$ cat config.mk
export PLATFORM = sky130hd
export DESIGN_NAME = seg7_capture_flat
export DESIGN_NICKNAME = d
export VERILOG_FILES = /design/src/rtl/seg7_pkg.sv /design/src/rtl/seg7_capture_if.sv /design/src/rtl/seg7_decode.sv /design/src/rtl/seg7_capture.sv /design/src/flat_wrapper.sv
export SDC_FILE = /design/constraint.sdc
export NUM_CORES = 1
export LEC_CHECK = 0
export BUFFER_PORTS_ARGS = -buffer_cell sky130_fd_sc_hd__buf_2
export CAP_MARGIN = 20
export CORE_ASPECT_RATIO = 0.7
export CORE_MARGIN = 2
export CORE_UTILIZATION = 56
export CTS_CLUSTER_DIAMETER = 50
export DETAILED_ROUTE_END_ITERATION = 10
export PLACE_DENSITY = 0.8
export SETUP_SLACK_MARGIN = 0.05
export SYNTH_ARGS = -nofsm -noshare
export SYNTH_HDL_FRONTEND = slang
export SYNTH_SLANG_ARGS = --single-unit
$ cat constraint.sdc
create_clock -name clk -period 2.4 [get_ports clk]
set_input_delay 0.48 -clock clk [delete_from_list [all_inputs] [get_ports clk]]
set_output_delay 0.48 -clock clk [all_outputs]
set_load 0.02 [all_outputs]
$ cat src/rtl/seg7_pkg.sv
// Shared 7-segment definitions: segment bit positions, the hex glyph table
// and the decode result type used by both the encoder and capture sides.
package seg7_pkg;

    localparam int unsigned SEG_A  = 0;
    localparam int unsigned SEG_B  = 1;
    localparam int unsigned SEG_C  = 2;
    localparam int unsigned SEG_D  = 3;
    localparam int unsigned SEG_E  = 4;
    localparam int unsigned SEG_F  = 5;
    localparam int unsigned SEG_G  = 6;
    localparam int unsigned SEG_DP = 7;

    typedef logic [6:0] seg_pattern_t;

    localparam seg_pattern_t SEG_BLANK = 7'b1111111;

    // Active-low glyphs, index = nibble, bit order {g,f,e,d,c,b,a}
    localparam seg_pattern_t SEG_TABLE [16] = '{
        7'b1000000, 7'b1111001, 7'b0100100, 7'b0110000,
        7'b0011001, 7'b0010010, 7'b0000010, 7'b1111000,
        7'b0000000, 7'b0011000, 7'b0001000, 7'b0000011,
        7'b1000110, 7'b0100001, 7'b0000110, 7'b0001110
    };

    typedef struct packed {
        logic       valid;
        logic       blank;
        logic [3:0] nibble;
    } decode_t;

endpackage

$ cat src/rtl/seg7_capture_if.sv
// Multiplexed display bus plus the decoded per-digit results of the capture block.
interface seg7_capture_if #(
    parameter int unsigned NUM_DIGITS = 6
);
    logic [7:0]              seg_n;
    logic [NUM_DIGITS-1:0]   dig_sel;
    logic [4*NUM_DIGITS-1:0] hex_val;
    logic [NUM_DIGITS-1:0]   dot_val;
    logic [NUM_DIGITS-1:0]   digit_valid;
    logic                    pattern_err;
    logic                    frame_done;

    modport master (
        output seg_n, dig_sel,
        input  hex_val, dot_val, digit_valid, pattern_err, frame_done
    );

    modport slave (
        input  seg_n, dig_sel,
        output hex_val, dot_val, digit_valid, pattern_err, frame_done
    );
endinterface

$ cat src/rtl/seg7_decode.sv
// Combinational reverse lookup of a 7-segment glyph into its hex nibble.
module seg7_decode
    import seg7_pkg::*;
(
    input  seg_pattern_t pattern_i,
    output decode_t      decode_o
);

    always_comb begin
        decode_o       = '0;
        decode_o.blank = (pattern_i == SEG_BLANK);
        for (int unsigned i = 0; i < 16; i++) begin
            if (pattern_i == SEG_TABLE[i]) begin
                decode_o.valid  = 1'b1;
                decode_o.nibble = 4'(i);
            end
        end
    end

endmodule

$ cat src/rtl/seg7_capture.sv
// Samples a multiplexed active-low display bus, waits for a stable pattern,
// and stores the decoded nibble/dot per digit with frame completion tracking.
module seg7_capture
    import seg7_pkg::*;
#(
    parameter int unsigned NUM_DIGITS    = 6,
    parameter int unsigned STABLE_CYCLES = 4
) (
    input  logic          clk,
    input  logic          rst,
    seg7_capture_if.slave bus
);

    localparam int unsigned SW    = NUM_DIGITS + 8;
    localparam int unsigned CNT_W = $clog2(STABLE_CYCLES);
    localparam logic [CNT_W-1:0] CNT_MAX = CNT_W'(STABLE_CYCLES - 1);

    logic [SW-1:0]           s_q, sample_d;
    logic [CNT_W-1:0]        cnt_q, cnt_d;
    logic                    commit_q, commit_d;
    logic [4*NUM_DIGITS-1:0] hex_q, hex_d;
    logic [NUM_DIGITS-1:0]   dot_q, dot_d;
    logic [NUM_DIGITS-1:0]   valid_q, valid_d;
    logic [NUM_DIGITS-1:0]   seen_q, seen_d;
    logic [NUM_DIGITS-1:0]   last_q, last_d;
    logic                    err_q, err_d;
    logic                    frame_q, frame_d;

    logic [NUM_DIGITS-1:0]   sel_w;
    logic [7:0]              seg_w;
    logic                    sel_onehot;
    logic                    frame_wrap;
    decode_t                 dec;

    assign sel_w      = s_q[SW-1:8];
    assign seg_w      = s_q[7:0];
    assign sel_onehot = (sel_w != '0) && ((sel_w & (sel_w - NUM_DIGITS'(1))) == '0);
    assign frame_wrap = (seen_q == '1);

    seg7_decode u_decode (
        .pattern_i (seg_w[SEG_G:SEG_A]),
        .decode_o  (dec)
    );

    // Commit is registered one cycle after the counter reaches its top value;
    // s_q still holds the stable pattern on that cycle.
    always_comb begin
        sample_d = {bus.dig_sel, bus.seg_n};
        if ((sample_d != s_q) || !sel_onehot) begin
            cnt_d = '0;
        end else if (cnt_q != CNT_MAX) begin
            cnt_d = cnt_q + CNT_W'(1);
        end else begin
            cnt_d = cnt_q;
        end
        commit_d = (cnt_d == CNT_MAX) && (cnt_q != CNT_MAX);
    end

    always_comb begin
        hex_d   = hex_q;
        dot_d   = dot_q;
        valid_d = valid_q;
        last_d  = last_q;
        err_d   = 1'b0;
        frame_d = frame_wrap;
        seen_d  = frame_wrap ? '0 : seen_q;
        if (commit_q) begin
            for (int unsigned i = 0; i < NUM_DIGITS; i++) begin
                if (sel_w[i]) begin
                    if (dec.valid) begin
                        hex_d[4*i +: 4] = dec.nibble;
                        dot_d[i]        = ~seg_w[SEG_DP];
                        valid_d[i]      = 1'b1;
                    end else begin
                        valid_d[i] = 1'b0;
                        if (dec.blank) dot_d[i] = ~seg_w[SEG_DP];
                    end
                end
            end
            err_d = !dec.valid && !dec.blank;
            // On a wrap cycle only a different digit seeds the new frame.
            if (!frame_wrap) begin
                seen_d = seen_q | sel_w;
            end else if (sel_w != last_q) begin
                seen_d = sel_w;
            end
            last_d = sel_w;
        end
    end

    always_ff @(posedge clk or posedge rst) begin
        if (rst) begin
            s_q      <= '0;
            cnt_q    <= '0;
            commit_q <= 1'b0;
            hex_q    <= '0;
            dot_q    <= '0;
            valid_q  <= '0;
            seen_q   <= '0;
            last_q   <= '0;
            err_q    <= 1'b0;
            frame_q  <= 1'b0;
        end else begin
            s_q      <= sample_d;
            cnt_q    <= cnt_d;
            commit_q <= commit_d;
            hex_q    <= hex_d;
            dot_q    <= dot_d;
            valid_q  <= valid_d;
            seen_q   <= seen_d;
            last_q   <= last_d;
            err_q    <= err_d;
            frame_q  <= frame_d;
        end
    end

    assign bus.hex_val     = hex_q;
    assign bus.dot_val     = dot_q;
    assign bus.digit_valid = valid_q;
    assign bus.pattern_err = err_q;
    assign bus.frame_done  = frame_q;

endmodule

$ cat src/flat_wrapper.sv
// flat-port wrapper written by rule: the top's interface ports become plain ports
module seg7_capture_flat import seg7_pkg::*;
#(
    parameter int unsigned NUM_DIGITS    = 6,
    parameter int unsigned STABLE_CYCLES = 4
)
  (clk, rst, bus_seg_n, bus_dig_sel, bus_hex_val, bus_dot_val, bus_digit_valid, bus_pattern_err, bus_frame_done);
  seg7_capture_if #(.NUM_DIGITS(NUM_DIGITS)) bus_i ();
  input  logic clk;
  input  logic rst;
  input wire logic [$bits(bus_i.seg_n)-1:0] bus_seg_n;
  input wire logic [$bits(bus_i.dig_sel)-1:0] bus_dig_sel;
  output wire logic [$bits(bus_i.hex_val)-1:0] bus_hex_val;
  output wire logic [$bits(bus_i.dot_val)-1:0] bus_dot_val;
  output wire logic [$bits(bus_i.digit_valid)-1:0] bus_digit_valid;
  output wire logic [$bits(bus_i.pattern_err)-1:0] bus_pattern_err;
  output wire logic [$bits(bus_i.frame_done)-1:0] bus_frame_done;
  assign bus_i.seg_n = bus_seg_n;
  assign bus_i.dig_sel = bus_dig_sel;
  assign bus_hex_val = bus_i.hex_val;
  assign bus_dot_val = bus_i.dot_val;
  assign bus_digit_valid = bus_i.digit_valid;
  assign bus_pattern_err = bus_i.pattern_err;
  assign bus_frame_done = bus_i.frame_done;
  seg7_capture #(.NUM_DIGITS(NUM_DIGITS), .STABLE_CYCLES(STABLE_CYCLES)) u_core (.clk(clk), .rst(rst), .bus(bus_i));
endmodule
== Word level (Yosys, flattened, before mapping) ==
Index checks and enable logic that the tools add are counted.
Widths: inputs -> output; s select.

* Word-level logic and storage cells: 121
* Flip-flop bits (word level): 67
* Input port bits: 16

* Eq/ne operators: 21
* Add/sub/neg operators: 2
* Bitwise operators: 3
* Reductions and logical operators: 29
* Muxes and demuxes: 41

{| class="wikitable"
|+ Operator list
! cell !! count
|-
| $mux 4 || 14
|-
| $reduce_and 3->1 || 12
|-
| $eq 7x7->1 const B || 5
|-
| $mux 6 || 4
|-
| $eq 7x5->1 const B || 3
|-
| $eq 7x6->1 const B || 3
|-
| $mux 1 || 21
|-
| $eq 7x2->1 const B || 2
|-
| $eq 7x4->1 const B || 2
|-
| $ne 14x14->1 || 1
|-
| $reduce_and 2->1 || 6
|-
| $eq 7x3->1 const B || 1
|-
| $logic_not 7->1 || 1
|-
| $and 6x6->6 || 1
|-
| $eq 6x6->1 const B || 1
|-
| $logic_not 6->1 || 1
|-
| $ne 6x6->1 || 1
|-
| $or 6x6->6 || 1
|-
| $reduce_bool 6->1 || 1
|-
| $sub 6x1->6 const B || 1
|-
| $mux 2 || 2
|-
| $logic_and 1x1->1 || 3
|-
| $logic_not 1->1 || 3
|-
| $add 2x1->2 const B || 1
|-
| 5 further kinds || 5
|}

== Longest topological paths before layout ==
* Word-level depth: 20
* Depth in mapped cells: 8
* Gate-level depth less buffers: 5

== Cells and area by module ==
A second synthesis with hierarchy kept.

* Cell total of the unflattened synthesis: 274
* Area, all modules: 3062.9 um^2

{| class="wikitable"
|+ By module, submodules not included
! module !! area an instance (um^2) !! instances !! seq. area each (um^2) !! cells an instance
|-
| seg7_capture || 2633.8 || 1 || 1676.6 || 213
|-
| seg7_decode || 429.2 || 1 || 0.0 || 61
|}

== Least setup slack after synthesis ==
Ideal clock, no wire load.

* Path type: register to register
* Start point: register u_core.s_q[6]
* End point: register u_core.hex_q[11] (netlist: u_core.bus.hex_val[11])
* Cell stages (with the launch flop): 8
* Path buffers: 2
* Required time: 2.279 ns
* Arrival time: 1.745 ns
* Slack: 0.534 ns
* Path through: dfrtp_1 buf_6 nor3_1 nand3_1 and4_4 buf_6 a311o_1 o22a_1

* Cells in the longest elaborated chain, start to end: 18

{| class="wikitable"
|+ RTL lines
! element !! line !! source
|-
| from (decl) || seg7_capture.sv:18 || <nowiki>logic [SW-1:0] s_q, sample_d;</nowiki>
|-
| from (signal assigned) || seg7_capture.sv:104 || <nowiki>s_q <= sample_d;</nowiki>
|-
| $eq 7x7->1 || seg7_decode.sv:13 || <nowiki>if (pattern_i == SEG_TABLE[i]) begin</nowiki>
|-
| $mux 1 (16 in series) || seg7_decode.sv:13 ||
|-
| $reduce_and 3->1 (no source line) || -- ||
|-
| to (signal assigned) || seg7_capture.sv:96 || <nowiki>hex_q <= '0;</nowiki>
|-
| to (signal assigned) || seg7_capture.sv:107 || <nowiki>hex_q <= hex_d;</nowiki>
|-
| to (decl) || seg7_capture.sv:21 || <nowiki>logic [4*NUM_DIGITS-1:0] hex_q, hex_d;</nowiki>
|}

Parallel ways exist; a longest one is shown, timed or not.
A chain may end at the register's enable or synchronous reset.

== Final worst setup path ==
* Start point: register u_core.s_q[5]
* End point: register u_core.hex_q[19] (netlist: u_core.bus.hex_val[19])

The elaborated chain is that of the path after synthesis.

==> results.yml <==
run_status:
  status: "complete, no violations"
logic_synthesis:
  postSynthRegisterBits: 67
  synth_seq_area_share_pct: 52.7
  synthCells: 280
  avgSynthCellArea_um2: 11.4
  synthTopCellsByArea: "dfrtp_1 (53%), o22a_1 (5.0%), xnor2_1 (3.6%)"
  synth-async-reset-ratio_pct: 100
  synthAdderAreaFrac_pct: 0
  synthFlopType: "dfrtp_1"
  synth_nets: 296
  synth_compound_area_share_pct: 20.0
  yosys_warnings: 0
  synth_xor_area_share_pct: 5.51
  yosys.area.top_type_share_pct: 52.7
  ys_top_cells_by_count: "dfrtp_1 (67), inv_1 (18), o22a_1 (18)"
  synth_edf_count: 0
  synth.most_common_cell: "dfrtp_1"
  synth_top_family_by_area: "compound AO/OA/AOI/OAI gates"
  synthSimpleGateAreaFrac_pct: 14.4
  synth_cell_types: 54
  synthMuxAreaShare_pct: 1.89
  yosysTopAreaCell: "dfrtp_1"
  syn-cell-area_mm2: 0.00318
power:
  clkPwrFrac_pct: 43.6
  p_int_w: 0.00178
  power_frac_comb_pct: 6.2
  p_leak_nw: 1.74
  pwr-share-seq_pct: 50.2
  netSwitchingPower_w: 0.000556
  worst_ir_drop_vdd_v: 0.000491
  p_per_area_mw_per_mm2: 631
  switching_share_pct: 23.8
flow_run:
  max_cap_violations: 0
min_path:
  hold_class: "in -> async"
clock_network:
  worst_skew_pair.late_latency_ns: 0.35
  post_cts_buffers: 0
  path_clk_slew_ns: 0.07
  cts.sinks: 67
  numCtsBuffers: 9
  tritoncts: "yes"
  clk_root_buffer_cell: "clkbuf_8"
  cts_resized: 0
  ctsHtreeMaxLevel: 3
  clockBufferDepth: 2
  hold_buffers: 0
route:
  via_per_inst: 6.09
  via_count: 2491
  ant_nets: 0
  wirelength_um: 7130
  drc: 0
  firstDrtPassIters: 5
  post_drt_wl_per_cell_um: 17.4
  drt_iter0_drc: 168
finish:
  area_growth_pct: 16.6
  diodes: 0
  multi_input_area_mm2: 0.00133
  fillers: 424
  fin_nets: 349
  drive_gt1_share_pct: 27.0
  area.sequential_mm2: 0.00168
die:
  die_x_um: 94.1
  io_pins: 54
  die_h_um: 67.0
  dieArea_mm2: 0.00631
  initial_core_util_pct: 59.2
  fp-row-count: 22
  core_mm2: 0.00537
critical_path:
  critPathMaxStageDelay_ns: 0.54
  cp_cell_sequence: "nor3_1 -> and2b_4 -> o22a_4 -> a311o_1 -> o22a_1"
  path_class: "reg -> reg"
  worstRegToRegCells: 5
  crit_fanout: 16
  worstPathArrival_ns: 2.45
  critPathSlowestCell: "dfrtp_1"
  critPathRequiredTime_ns: 2.64
  end_kind: "register"
  worst_setup_path_start_kind: "register"
global_routing:
  overflow: 0
  antenna_found_initial: 0
  grt_max_degree: 26
  grt_usage_pct: 25.3
  grt_pass1_wl_um: 11900
  first_global_vias: 2250
timing:
  setup_violations: 0
  relSlewSlack_pct: 57.0
  fin_tns_setup_ns: 0
  fin_crit_sh_pct: 92.3
  rsz0062_at_grt: "no"
  worstMarginPinSlew_ns: 0.641
  fin_ws_ns: 0.184
  fmaxAchievable_mhz: 451
  slew_viol_final: 0
  min_period_ns: 2.22
  fin_skew_ns: 0.00529
  hold_violations: 0
placement:
  hpwl_um: 5230
  portBuffers: 53
  pre_cts_ws_ns: 0.213
  place_congestion: 0.877
==> cell families (layout without fill, tap and decap cells) <==
group	after synthesis	after routing
and+or+nand+nor	74	74
xor gates and xnor gates	20	20
buffers and inverters	36	93
AOI/OAI and AO/OA	77	77
muxes	6	6
DFF	67	67
==> per-stage QoR <==
stage / hold WS, ns / utilization [%] / power, W / std cells / instance area, um^2
CTS: 0.149 / 69.1 / 0.00235 / 409 / 3710
finish: 0.149 / 69.1 / 0.00234 / 409 / 3710
global placement: 0.433 / 65.1 / 0.00134 / 394 / 3490
detailed placement: 0.458 / 65.1 / 0.00134 / 394 / 3490
floorplan: 0.424 / - / 0.00129 / 280 / 3180
global route: 0.173 / 69.1 / 0.00242 / 409 / 3710
==> routing by layer <==
| layer | GRT usage [%] | vias up | wire, um |
|---|---|---|---|
| met5 | 0 | - | 0 |
| li1 | - | 1142 | - |
| met2 | 34.0 | 117 | 3050 |
| met3 | 7.92 | 12 | 685 |
| met1 | 38.7 | 1220 | 3320 |
| met4 | 7.61 | 0 | 72 |
==> state kept, by name (all words and copies together) (netlist names), 2 cells and up <==
register / cells
u_core.seen_q: 6
u_core.bus.hex_val: 24
u_core.last_q: 6
u_core.bus.dot_val: 6
u_core.s_q: 14
u_core.cnt_q: 2
u_core.bus.digit_valid: 6
==> critical path, delay by kind of cell, from the launching register on <==
| family | cells | cell delay, ns |
|---|---|---|
| DFF | 1 | 0.54 |
| AOI/OAI and AO/OA | 3 | 0.98 |
| and+or+nand+nor | 2 | 0.58 |
==> cell type report <==
| cell class | instances | area share [%] |
|---|---|---|
| multi-input cells | 177 | 35.8 |
| flip-flops and latches | 67 | 45.2 |
| inverters | 18 | 1.82 |
| clock inverters | 6 | 2.46 |
| repair buffers | 60 | 8.91 |
| well taps | 72 | 2.43 |
| clock buffers | 9 | 3.34 |
==> power by group through the flow <==
stage	logic, W	registers (W)	clock network (W)
after floorplan	0.000125	0.00117	0
after global placement	0.000144	0.00119	0
after detailed placement	0.000145	0.00119	0
after CTS	0.000147	0.00117	0.00104
after global routing	0.000162	0.00118	0.00108
final	0.000146	0.00117	0.00102
==> cells in the final DEF (no fill, tap or decap), types with 3 or more instances in the layout <==
master	n
a21o_1	6
a21oi_1	9
a31oi_1	10
a31oi_4	3
and4_1	3
buf_2	53
buf_4	6
clkbuf_8	9
clkinvlp_4	3
dfrtp_1	67
inv_1	17
mux2i_1	6
nand2_1	16
nand2b_1	4
nand3_1	11
nand4_1	5
nor2_1	6
nor3_1	5
nor4_1	3
o21ai_0	8
o22a_1	18
o32a_1	6
xnor2_1	13
xor2_1	7
==> worst paths after layout <==
path                                     endpoint  slack (ns)            start
max in group asynchronous   u_core.bus.dot_val[2]        1.70              rst
min in group clk                    u_core.s_q[3]        0.26     bus_seg_n[3]
hold / removal             u_core.bus.hex_val[11]        0.15              rst
hold reg to reg                   u_core.commit_q        0.47  u_core.cnt_q[0]
setup / recovery           u_core.bus.hex_val[19]        0.18    u_core.s_q[5]
setup reg to reg           u_core.bus.hex_val[19]        0.18    u_core.s_q[5]
(Power assumes the default switching activity.)
